[config.mk]
export PLATFORM = sky130hd
export DESIGN_NAME = uart_tx_sched_flat
export DESIGN_NICKNAME = d
export VERILOG_FILES = /design/src/rtl/uart_tx_sched_if.sv /design/src/rtl/uart_tx_sched.sv /design/src/flat_wrapper.sv
export SDC_FILE = /design/constraint.sdc
export NUM_CORES = 1
export LEC_CHECK = 0
export ABC_AREA = 0
export CAP_MARGIN = 20
export CELL_PAD_IN_SITES_DETAIL_PLACEMENT = 1
export CELL_PAD_IN_SITES_GLOBAL_PLACEMENT = 1
export CORE_ASPECT_RATIO = 1.5
export CORE_MARGIN = 10
export CORE_UTILIZATION = 42
export CTS_BUF_LIST = sky130_fd_sc_hd__clkbuf_8
export CTS_CLUSTER_DIAMETER = 60
export DETAILED_ROUTE_END_ITERATION = 16
export PLACE_DENSITY_LB_ADDON = 0.1
export SLEW_MARGIN = 20
export SYNTH_ARGS = -nofsm -noshare
export SYNTH_HDL_FRONTEND = slang
export SYNTH_SLANG_ARGS = --single-unit
[constraint.sdc]
create_clock -name clk -period 4.33 [get_ports clk]
set_clock_uncertainty 0.15 [all_clocks]
set_input_delay 0.6495 -clock clk [delete_from_list [all_inputs] [get_ports clk]]
set_output_delay 0.6495 -clock clk [all_outputs]
set_load 0.02 [all_outputs]
[src/rtl/uart_tx_sched_if.sv]
// Byte-source handshake bundle: N_REQ producers offer bytes, the scheduler strobes acceptance.
interface uart_tx_sched_if #(
   parameter int N_REQ = 4
);
   logic [N_REQ-1:0]   req_valid;
   logic [8*N_REQ-1:0] req_data;
   logic [N_REQ-1:0]   req_ready;

   modport master (output req_valid, output req_data, input req_ready);
   modport slave  (input req_valid, input req_data, output req_ready);
endinterface

[src/rtl/uart_tx_sched.sv]
// Round-robin scheduler that shares one 8N1 UART tx line among N_REQ byte sources.
// A frame is START, 8 data bits LSB first, STOP; every bit lasts F/BAUD clocks.
module uart_tx_sched #(
   parameter int BAUD  = 9600,
   parameter int F     = 50000000,
   parameter int N_REQ = 4
) (
   input  logic                     clk,
   input  logic                     rst,
   uart_tx_sched_if.slave           req,
   output logic                     tx,
   output logic                     busy,
   output logic [$clog2(N_REQ)-1:0] grant_id
);

   localparam int DIV = F / BAUD;
   localparam int CW  = (DIV > 1) ? $clog2(DIV) : 1;
   localparam int GW  = $clog2(N_REQ);
   localparam logic [CW-1:0] LAST_CNT = CW'(DIV - 1);

   typedef enum logic [1:0] {IDLE, START, DATA, STOP} state_t;

   state_t        state, state_d;
   logic [CW-1:0] baud_cnt, baud_cnt_d;
   logic [2:0]    bit_idx, bit_idx_d;
   logic [7:0]    frame_q, frame_d;
   logic          tx_d;
   logic [GW-1:0] grant_d;
   logic [GW-1:0] ptr, ptr_d;
   logic          found;
   logic [GW-1:0] winner;
   logic [GW-1:0] cand;
   logic          bit_end;

   // First valid source at or after the priority pointer, wrapping mod N_REQ.
   always_comb begin
      found  = 1'b0;
      winner = '0;
      cand   = '0;
      for (int i = 0; i < N_REQ; i++) begin
         cand = GW'((int'(ptr) + i) % N_REQ);
         if (!found && req.req_valid[cand]) begin
            found  = 1'b1;
            winner = cand;
         end
      end
   end

   // Gated by rst so no acceptance strobe can appear while reset is held.
   always_comb begin
      req.req_ready = '0;
      if (rst && state == IDLE && found) begin
         req.req_ready[winner] = 1'b1;
      end
   end

   assign bit_end = (baud_cnt == LAST_CNT);
   assign busy    = (state != IDLE);

   always_comb begin
      state_d    = state;
      baud_cnt_d = baud_cnt;
      bit_idx_d  = bit_idx;
      frame_d    = frame_q;
      tx_d       = tx;
      grant_d    = grant_id;
      ptr_d      = ptr;
      case (state)
         IDLE: begin
            baud_cnt_d = '0;
            tx_d       = 1'b1;
            if (found) begin
               frame_d   = req.req_data[8*winner +: 8];
               grant_d   = winner;
               ptr_d     = (winner == GW'(N_REQ - 1)) ? '0 : winner + 1'b1;
               bit_idx_d = '0;
               tx_d      = 1'b0;
               state_d   = START;
            end
         end
         START: begin
            if (bit_end) begin
               baud_cnt_d = '0;
               bit_idx_d  = '0;
               tx_d       = frame_q[0];
               state_d    = DATA;
            end else begin
               baud_cnt_d = baud_cnt + 1'b1;
            end
         end
         DATA: begin
            if (bit_end) begin
               baud_cnt_d = '0;
               if (bit_idx == 3'd7) begin
                  tx_d    = 1'b1;
                  state_d = STOP;
               end else begin
                  bit_idx_d = bit_idx + 3'd1;
                  tx_d      = frame_q[3'(bit_idx + 3'd1)];
               end
            end else begin
               baud_cnt_d = baud_cnt + 1'b1;
            end
         end
         STOP: begin
            tx_d = 1'b1;
            if (bit_end) begin
               baud_cnt_d = '0;
               state_d    = IDLE;
            end else begin
               baud_cnt_d = baud_cnt + 1'b1;
            end
         end
         default: begin
            baud_cnt_d = '0;
            tx_d       = 1'b1;
            state_d    = IDLE;
         end
      endcase
   end

   always_ff @(posedge clk or negedge rst) begin
      if (!rst) begin
         state    <= IDLE;
         baud_cnt <= '0;
         bit_idx  <= '0;
         frame_q  <= '0;
         tx       <= 1'b1;
         grant_id <= '0;
         ptr      <= '0;
      end else begin
         state    <= state_d;
         baud_cnt <= baud_cnt_d;
         bit_idx  <= bit_idx_d;
         frame_q  <= frame_d;
         tx       <= tx_d;
         grant_id <= grant_d;
         ptr      <= ptr_d;
      end
   end

endmodule

[src/flat_wrapper.sv]
// flat-port wrapper written by rule: the top's interface ports become plain ports
module uart_tx_sched_flat 
#(
   parameter int BAUD  = 9600,
   parameter int F     = 50000000,
   parameter int N_REQ = 4
)
  (clk, rst, tx, busy, grant_id, req_req_valid, req_req_data, req_req_ready);
  uart_tx_sched_if #(.N_REQ(N_REQ)) req_i ();
  input  logic clk;
  input  logic rst;
  output logic tx;
  output logic busy;
  output logic [$clog2(N_REQ)-1:0] grant_id;
  input wire logic [$bits(req_i.req_valid)-1:0] req_req_valid;
  input wire logic [$bits(req_i.req_data)-1:0] req_req_data;
  output wire logic [$bits(req_i.req_ready)-1:0] req_req_ready;
  assign req_i.req_valid = req_req_valid;
  assign req_i.req_data = req_req_data;
  assign req_req_ready = req_i.req_ready;
  uart_tx_sched #(.BAUD(BAUD), .F(F), .N_REQ(N_REQ)) u_core (.clk(clk), .rst(rst), .req(req_i), .tx(tx), .busy(busy), .grant_id(grant_id));
endmodule
# == Word level (Yosys, flattened, before mapping) ==
# Index checks and enable logic that the tools add are counted.
# word_totals
ff_bits,31
input_bits,38
out_inout_bits,8
# op_classes
add_sub_neg,6
magnitude_cmp,7
n_eq_ne,12
n_shift,1
mux,40
n_reduce_logical,17
# ops
operator,count
variable part select 32 x 6 -> 8 bit,1
case mux 13 bit (2 select lines),1
2-to-1 mux 2 bit,10
< comparator 2 x 3 -> 1 bit (second input constant),5
2-to-1 mux 1 bit,14
adder 13 x 1 -> 13 bit (second input constant),1
equality test 13 bit (second input constant),1
2-to-1 mux 13 bit,1
2-to-1 mux 3 bit,4
!= test 2 x 1 -> 1 bit (second input constant),5
AND reduction 5 bit,2
case mux 3 bit (3 select lines),1
binary-select mux 1 bit (select 2 bit),4
case mux 2 bit (4 select lines),1
equality test 2 bit (second input constant),3
logical AND 1 bit,6
adder 2 x 1 -> 2 bit (second input constant),2
adder 2 bit (second input constant),2
< comparator 3 x 4 -> 1 bit (second input constant),1
2-to-1 mux 4 bit,1
case mux 1 bit (4 select lines),1
AND reduction 2 bit,2
adder 3 x 1 -> 3 bit (second input constant),1
binary-select mux 1 bit (select 3 bit),1
other kinds (10),12

# == Depth between registers and ports, before layout ==
# Gate-level depths: netlist (run 1).
# logic_depth
depth_word,17
ltp_mapped,8
mapped_depth_nobuf,6

# == Least setup slack after synthesis (run 1) ==
# Ideal clock, no wire load.
# synth_timing
path_type,input -> output
startpoint,in req_req_valid[3]
endpoint,out req_req_ready[0]
arrival_ns,1.821
required_ns,3.530
setup_slack_ns,1.710
stages,8
path_buffers,2
path_cell_list,nor2b_2 -> o21a_1 -> buf_6 -> nor3_2 -> buf_6 -> inv_1 -> ha_1 -> and3_1
# synth_via
elab_chain_cells,17
elab_cells_between_ends,29
cone_classes,2 x order compare; 19 x mux; 8 x reduce/logical
# synth_rtl
item,line,rtl
"start, declared",flat_wrapper.sv:15,input wire logic [$bits(req_i.req_valid)-1:0] req_req_valid;
binary-select mux 1 bit (select 2 bit),uart_tx_sched.sv:42,if (!found && req.req_valid[cand]) begin
2-to-1 mux 1 bit (implied by the code),uart_tx_sched.sv:42,
2-to-1 mux 1 bit,uart_tx_sched.sv:42,
logical NOT 1 bit,uart_tx_sched.sv:42,
logical AND 1 bit,uart_tx_sched.sv:42,
2-to-1 mux 1 bit,uart_tx_sched.sv:42,
logical NOT 1 bit,uart_tx_sched.sv:42,
logical AND 1 bit,uart_tx_sched.sv:42,
(+2 left out),n/a,
logical AND 1 bit,uart_tx_sched.sv:42,
2-to-1 mux 2 bit (*),uart_tx_sched.sv:42,
via u_core.winner[0],uart_tx_sched.sv:31,logic [GW-1:0] winner;
< comparator 2 x 3 -> 1 bit (implied by the code) / greater-or-equal comparator 2 x 1 -> 1 bit (equally long branches),uart_tx_sched.sv:53,req.req_ready[winner] = 1'b1;
logical AND 1 bit (implied by the code),uart_tx_sched.sv:53,
2-to-1 mux 1 bit (implied by the code),uart_tx_sched.sv:53,
demux 1 bit (select 2 bit) (*),n/a,
2-to-1 mux 4 bit (*),uart_tx_sched.sv:52,if (rst && state == IDLE && found) begin
"end, declared",flat_wrapper.sv:17,output wire logic [$bits(req_i.req_ready)-1:0] req_req_ready;
# The timed path passes the listed nets; every way through them passes the cells marked *. The select of a mux whose other input is x is not followed.

# == Final worst setup path (run 1) ==
# Same ends and word-level chain as after synthesis.

==> results by group, run 1 <==
STA
  – Fin crit period: 3.916 ns
  – Max_slew headroom: 50.68%
  – Final hold violations: 0
  – RSZ-0062 raised after global routing: false
  – Actual slew at the worst max-slew pin: 0.7380 ns
  – Fin crit share: 90.44%
  – Endpoints failing setup: 0
  – Total negative setup slack: 0 ns
  – Slew Limit Fails: 0
  – Highest Clock Rate: 255.4 MHz

Setup path
  – Crit path DAT: 3.12 ns
  – CP max stage delay: 0.60 ns
  – Critical path depth: 8
  – Worst path cell trace: clkdlybuf4s50_1, nand2b_1, a211oi_1, nor2_2, inv_1, ha_1, and3_1, clkdlybuf4s50_1
  – Slowest CP cell: clkdlybuf4s50_1
  – Top delay family on crit path: buffers and inverters
  – Worst Reg2Reg Path Length in Cells: 6
  – Worst Setup Start Kind: input pin
  – CP Capture Type: output port
  – Most used cell, CP: clkdlybuf4s50_1
  – Crit path max fanout: 10
  – CP required: 3.53 ns
  – Critical path buffers and inverters: 3
  – CP Class: in -> out

Finish
  – Seq. cell area: 777.0 µm²
  – Most common cell after layout, fill and taps aside: clkdlybuf4s50_1
  – Fill cells: 569
  – Area grow syn2layout: 28.41%
  – Final Instance Area: 2613 µm²
  – Antenna Cells: 0
  – Final core area utilization: 54.76%
  – # nets final: 311
  – Multi-input gate area: 1185 µm²
  – Non-filler instance count after layout: 326
  – Most frequent cells in the layout: clkdlybuf4s50_1, dfrtp_1, nor2_1
  – Share of cells above drive strength 1: 8.077%

Place
  – PortBufs: 45
  – Post-detail-place hpwl: 4565 µm
  – Placed Instance Area: 2540 µm²
  – RePlAce Congestion: 0.7515
  – Placed insts: 320

Power and ir drop
  – Overall power: 0.001424 W
  – VDD IR max: 0.2514 mV
  – Leak: 1.135 nW
  – Power density cells: 545.2 nW/µm²

CTS
  – CTS tree: built
  – H-Tree Depth: 2
  – Clock root buffer: clkbuf_8
  – Post-CTS Setup Bufs: 0
  – Reg clk slew, reported paths: 0.06 ns
  – Clock sinks: 31
  – Total CTS buffers: 5
  – Maximum clock insertion buffer count: 2
  – Hold bufs inserted after CTS: 0
  – Skew-Pair Late Insertion Delay: 0.28 ns
  – Post-CTS sizing: 0

Die
  – Core Region: 4771 µm²
  – Starting Density: 42.64%
  – DIE HEIGHT: 105.2 µm
  – Die area: 8085 µm²
  – # rows: 31
  – I/O Pins: 46
  – Die Width: 76.83 µm

Synthesis
  – Synth warn: 0
  – Area leader, netlist: dfrtp_1
  – Mapped cell area: 2034 µm²
  – Number of flops mapped to enable cells by yosys: 0
  – Synth top area share: 36.90%
  – Seq/Total Area, Yosys: 38.19%
  – Synth Net Count: 264
  – Asr flop ratio synth: 100.0%
  – Post-Syn Instances: 214
  – #FFs+latches synth: 31
  – Netlist cell types: 45
  – Top cells by area, synth: dfrtp_1, ha_1, nor2_1
  – Post-synth top flop: dfrtp_1
  – Post-Syn Area per Cell: 9.507 µm²

Hold path
  – Worst Hold Path Cells: 2
  – HP Class: reg -> reg

Drt
  – Routed wire per std cell: 16.96 µm
  – Drt drc: 0
  – Via density: 5.393
  – Post-route antenna net violation count: 0
  – Detailed Route WL: 5529 µm
  – Vias: 1758
  – Initial DRC Count: 87
  – Drt pass-1 iters: 4

Global routing
  – Total global-route track usage: 13.96%
  – Pin count of the biggest net entering global routing: 32
  – Initial antenna violation count: 0
  – GRT Residual Overflow: 0
  – Vias in the first global route: 2039
  – First-pass GRT wire length: 9390 µm

Outcome
  – Status: complete, no violations

Flow run
  – Max cap viols: 0
-- path summary, 6_finish.rpt --
path                                      startpoint                             to  slack (ns)
max reg2reg                u_core.ptr[1]$_DFFE_PN0P_  u_core.frame_q[0]$_DFFE_PN0P_        1.87
min reg2reg                    u_core.tx$_DFFE_PN1P_          u_core.tx$_DFFE_PN1P_        0.33
min                            u_core.tx$_DFFE_PN1P_          u_core.tx$_DFFE_PN1P_        0.33
min in group asynchronous                        rst    u_core.state[0]$_DFFE_PN0P_        0.73
max in group asynchronous                        rst          u_core.tx$_DFFE_PN1P_        2.98
max                                 req_req_valid[3]               req_req_ready[0]        0.41
-- registers in the layout (all words and copies together) (netlist names) --
name / cells
u_core.baud_cnt: 13
u_core.frame_q: 8
u_core.tx: 1
u_core.ptr: 2
u_core.grant_id: 2
u_core.state: 2
u_core.bit_idx: 3
-- per-layer routing --
metal | up-vias | share of wire (%) | GRT usage [%]
met5 | - | 0 | 0
met4 | 0 | 1.3 | 4.800
met3 | 5 | 3.9 | 3.401
met2 | 39 | 56 | 27.51
met1 | 841 | 38 | 13.50
li1 | 873 | - | -
-- worst min-delay path, stage by stage (launching register included) --
cell     delay [ns]
dfstp_2        0.36
nand2_1        0.04
o21ai_0        0.07
-- per-stage QoR --
step / setup WS (ns) / hold WS, ns
final: 0.4138 / 0.3289
after global routing: 0.2020 / 0.3373
after CTS: 0.3826 / 0.3325
after detailed placement: 0.3816 / 0.3240
after global placement: 0.4635 / 0.3139
after floorplan: 1.710 / 0.2039
-- final cells by class --
| class | instances | share of cell area, % |
|---|---|---|
| multi-input cells | 168 | 45.35 |
| clock buffers | 5 | 2.634 |
| repair buffers | 47 | 17.82 |
| well taps | 66 | 3.161 |
| clock inverters | 1 | 0.1437 |
| inverters | 8 | 1.149 |
| flip-flops and latches | 31 | 29.74 |
-- where the power goes --
group	switching [W]	internal [W]	total, W
Sequential	0.0000885	0.000391	0.000480
Combinational	0.000414	0.000331	0.000745
Clock	0.0000951	0.000104	0.000199
Total	0.000598	0.000827	0.00142
-- cell usage after synthesis, types with 3 or more instances --
| cell | number |
|---|---|
| nand3_1 | 5 |
| ha_1 | 12 |
| clkbuf_1 | 3 |
| dfrtp_1 | 30 |
| nand4_1 | 10 |
| nand2_1 | 20 |
| inv_1 | 8 |
| o311ai_1 | 6 |
| nor2_1 | 26 |
| xnor2_1 | 4 |
| a211o_1 | 6 |
| a221o_1 | 3 |
| nand2b_1 | 4 |
| o31ai_1 | 8 |
| a21oi_1 | 3 |
| xor2_1 | 7 |
| and3_1 | 8 |
| mux2i_1 | 7 |
| o21ai_0 | 8 |
-- cells by family (layout without fill, tap and decap cells) --
logic type | after synthesis | count (layout) | share of synthesized area [%]
compound gates | 46 | 46 | 17.04
xor+xnor | 11 | 11 | 4.735
fa+ha+maj | 12 | 12 | 7.380
buf+inv | 15 | 61 | 3.567
flops | 31 | 31 | 38.19
mux | 12 | 12 | 7.503
simple gates | 87 | 87 | 21.59
Power figures use the tool's default switching activity.
==> run 2, diff against run 1 <==
--- a/config.mk
+++ b/config.mk
@@ -15,6 +15,7 @@
 export CTS_BUF_LIST = sky130_fd_sc_hd__clkbuf_8
 export CTS_CLUSTER_DIAMETER = 60
 export DETAILED_ROUTE_END_ITERATION = 16
+export HOLD_SLACK_MARGIN = 0.05
 export PLACE_DENSITY_LB_ADDON = 0.1
 export SLEW_MARGIN = 20
 export SYNTH_ARGS = -nofsm -noshare
==> results of run 2 <==
Final layout, timing and power as in run 1 (identical DEF).
==> variant, RTL diff (config.mk and constraints of run 1) <==
`BAUD` is set to 9600 in 2 places; all go to 4800.
--- a/src/rtl/uart_tx_sched.sv
+++ b/src/rtl/uart_tx_sched.sv
@@ -1,7 +1,7 @@
 // Round-robin scheduler that shares one 8N1 UART tx line among N_REQ byte sources.
 // A frame is START, 8 data bits LSB first, STOP; every bit lasts F/BAUD clocks.
 module uart_tx_sched #(
-   parameter int BAUD  = 9600,
+   parameter int BAUD  = 4800,
    parameter int F     = 50000000,
    parameter int N_REQ = 4
 ) (
--- a/src/flat_wrapper.sv
+++ b/src/flat_wrapper.sv
@@ -1,7 +1,7 @@
 // flat-port wrapper written by rule: the top's interface ports become plain ports
 module uart_tx_sched_flat 
 #(
-   parameter int BAUD  = 9600,
+   parameter int BAUD  = 4800,
    parameter int F     = 50000000,
    parameter int N_REQ = 4
 )
Behaviour: no difference found for any inputs over 10 cycles, from zero or initial values and one cycle with rst low; that may be too few to reach the edited logic, so the function may still have changed.
==> variant against run 1 <==
- sequential share of layout area is 0.42 points higher
- critical endpoint is now req_req_ready[2]
- sequential power is 2% lower
- combinational power is 7.0% lower
- highest routed layer unchanged
- cell area up 1.8%
- critical path depth unchanged
- routed wire length rose by 5.8%
- largest power group unchanged
- worst setup slack gained 0.047 ns
- area after synthesis is 1.3% higher
- sequential cell count grew 1
- fmax grew 1.2%
- power is 2.9% lower
- worst hold slack improved by 0.012 ns
- core utilization increased by 0.52 points
==> variant: results (changes against run 1) <==
outcome = finished, final reports clean
dpl hpwl = 4810 um (+5.3%)
Hold Path Depth = 2 (unchanged)
nets = 316 (+1.6%)
Syn Nets = 269 (+1.9%)
later-pin clock latency in the skew report = 0.28 ns (about the same)
CTS root buffer = clkbuf_8
cts bufs inserted = 5 (unchanged)
launching point of the worst reg2reg path = u_core.baud_cnt[6]
first drt pass iteration count = 4 (unchanged)
Async S/R FF share, synth = 1.00 (unchanged)
met2 wire len = 3350 um (+7.2%)
leakage = 1.16 nW (+2.4%)
dominant cells by area after synthesis = dfrtp_1, ha_1, mux2i_1
Ys Warns = 0 (unchanged)
initial antenna violation count = 0 (unchanged)
Worst R2R Path Depth = 5 (-1)
CP max-delay cell = clkdlybuf4s50_1
CP arrival = 3.07 ns (-0.05 ns)
Final Hold Fails = 0 (unchanged)
metal3 WL = 260 um (+20%)
CTS resizes = 0 (unchanged)
WL final = 5850 um (+5.8%)
maximum vdd drop = 0.222 mV (-12%)
GRT Overall Usage = 0.149 (+0.00979)
max layer used = met4
layout cell share with drive strength beyond 1 = 0.0674 (-0.0134)
first-pass GRT wire length = 9960 um (+6.1%)
vias in the first global route = 2071 (+1.6%)
CTS H-Tree Depth = 2 (unchanged)
largest net degree at the start of global routing = 24 (-25%)
core area = 4810 sq um (+0.81%)
Hold Path Class = reg -> reg
register area share after synthesis = 0.389 (+0.00727)
slew margin rel. = 0.570 (+0.0628)
Post-synth top cells = dfrtp_1, nor2_1, nand2_1
post-synth cell types = 44 (-2.2%)
gpl congestion = 0.768 (+2.2%)
hold endpoint = u_core.grant_id[1]
HP Start = u_core.grant_id[1]
DR vias = 1812 (+3.1%)
first-iteration detailed-routing DRC count = 28 (-68%)
IO Port Bufs = 45 (unchanged)
biggest regs = u_core.baud_cnt (14), u_core.frame_q (8), u_core.bit_idx (3)
CP Max Fanout = 12 (+2)
Worst path max stage delay = 0.62 ns (+0.02 ns)
routed metal-1 wirelength = 2100 um (-0.61%)
Max Root-Sink Buffers = 2 (unchanged)
Critical R2R Capture = u_core.state[1]
Diodes inserted = 0 (unchanged)
r2r setup slk = 2.03 ns (+0.16 ns)
register clock-pin slew on the reported worst setup and hold paths = 0.07 ns
Post-CTS Setup Inserts = 0 (unchanged)
setup_tns = 0 ns (unchanged)
## variant: cell types whose count changed after synthesis, moves of 3 or more
cell and delta:
o311ai_1 -6, o31ai_1 -7, nand4_1 -7, o211ai_1 +6
a2111oi_0 +4, mux2i_1 +3, nand3_1 +6, o21ai_0 +5
xnor2_1 +3, buf_2 +3
## variant: report_power, final
group	total [mW]	switching [mW]	internal [mW]
clock network	0.221	0.113	0.108
logic	0.693	0.396	0.298
registers	0.469	0.0757	0.393
## variant: final cells by class
cell class                      instances  area, sq um
Clock buffer                            5         68.8
Timing Repair Buffer                   48          473
Multi-Input combinational cell        170         1190
Fill cell                             576         2150
Tap cell                               66         82.6
Sequential cell                        32          802
Clock inverter                          3         12.5
Inverter                                9         33.8
## variant: metrics by stage
| step | area (sq um) | setup slack (ns) | hold WS, ns | std cells | util |
|---|---|---|---|---|---|
| after CTS | 2660 | 0.451 | 0.344 | 333 | 0.553 |
| after global routing | 2660 | 0.271 | 0.378 | 333 | 0.553 |
| after global placement | 2580 | 0.520 | 0.319 | 325 | 0.536 |
| final | 2660 | 0.461 | 0.341 | 333 | 0.553 |
| after detailed placement | 2580 | 0.463 | 0.328 | 325 | 0.536 |
| after floorplan | 2060 | 1.49 | 0.204 | 219 | - |
## variant: worst max-delay path by stage
stage                          start               end  slack [ns]  cells past startpoint
detailed placement  req_req_valid[1]  req_req_ready[0]        0.46                      8
CTS                 req_req_valid[2]  req_req_ready[2]        0.45                      8
global placement    req_req_valid[1]  req_req_ready[1]        0.52                      8
global route        req_req_valid[1]  req_req_ready[0]        0.27                      8
floorplan           req_req_valid[1]  req_req_ready[1]        1.49                      8
finish              req_req_valid[2]  req_req_ready[2]        0.46                      8
## variant: kinds of logic after synthesis
logic type                 Yosys count  share of synthesized area
AOI/OAI and AO/OA                   49                      0.171
xor gates and xnor gates            12                     0.0510
adders and majority gates           12                     0.0729
buffers and inverters               17                     0.0352
DFF                                 32                      0.389
muxes                               13                     0.0759
and+or+nand+nor                     84                      0.205
## variant: metal layers
layer | global-route usage | vias to the layer above
met1 | 0.142 | 875
met4 | 0.0524 | 0
met2 | 0.294 | 42
met3 | 0.0400 | 9
li1 | - | 886
met5 | 0 | -
## variant: worst max-delay path: cells and delay by family
kind,cells,cell delay [ns]
simple gates,2,0.35
mux,1,0.14
buf+inv,3,1.43
compound gates,1,0.29
fa+ha+maj,1,0.20
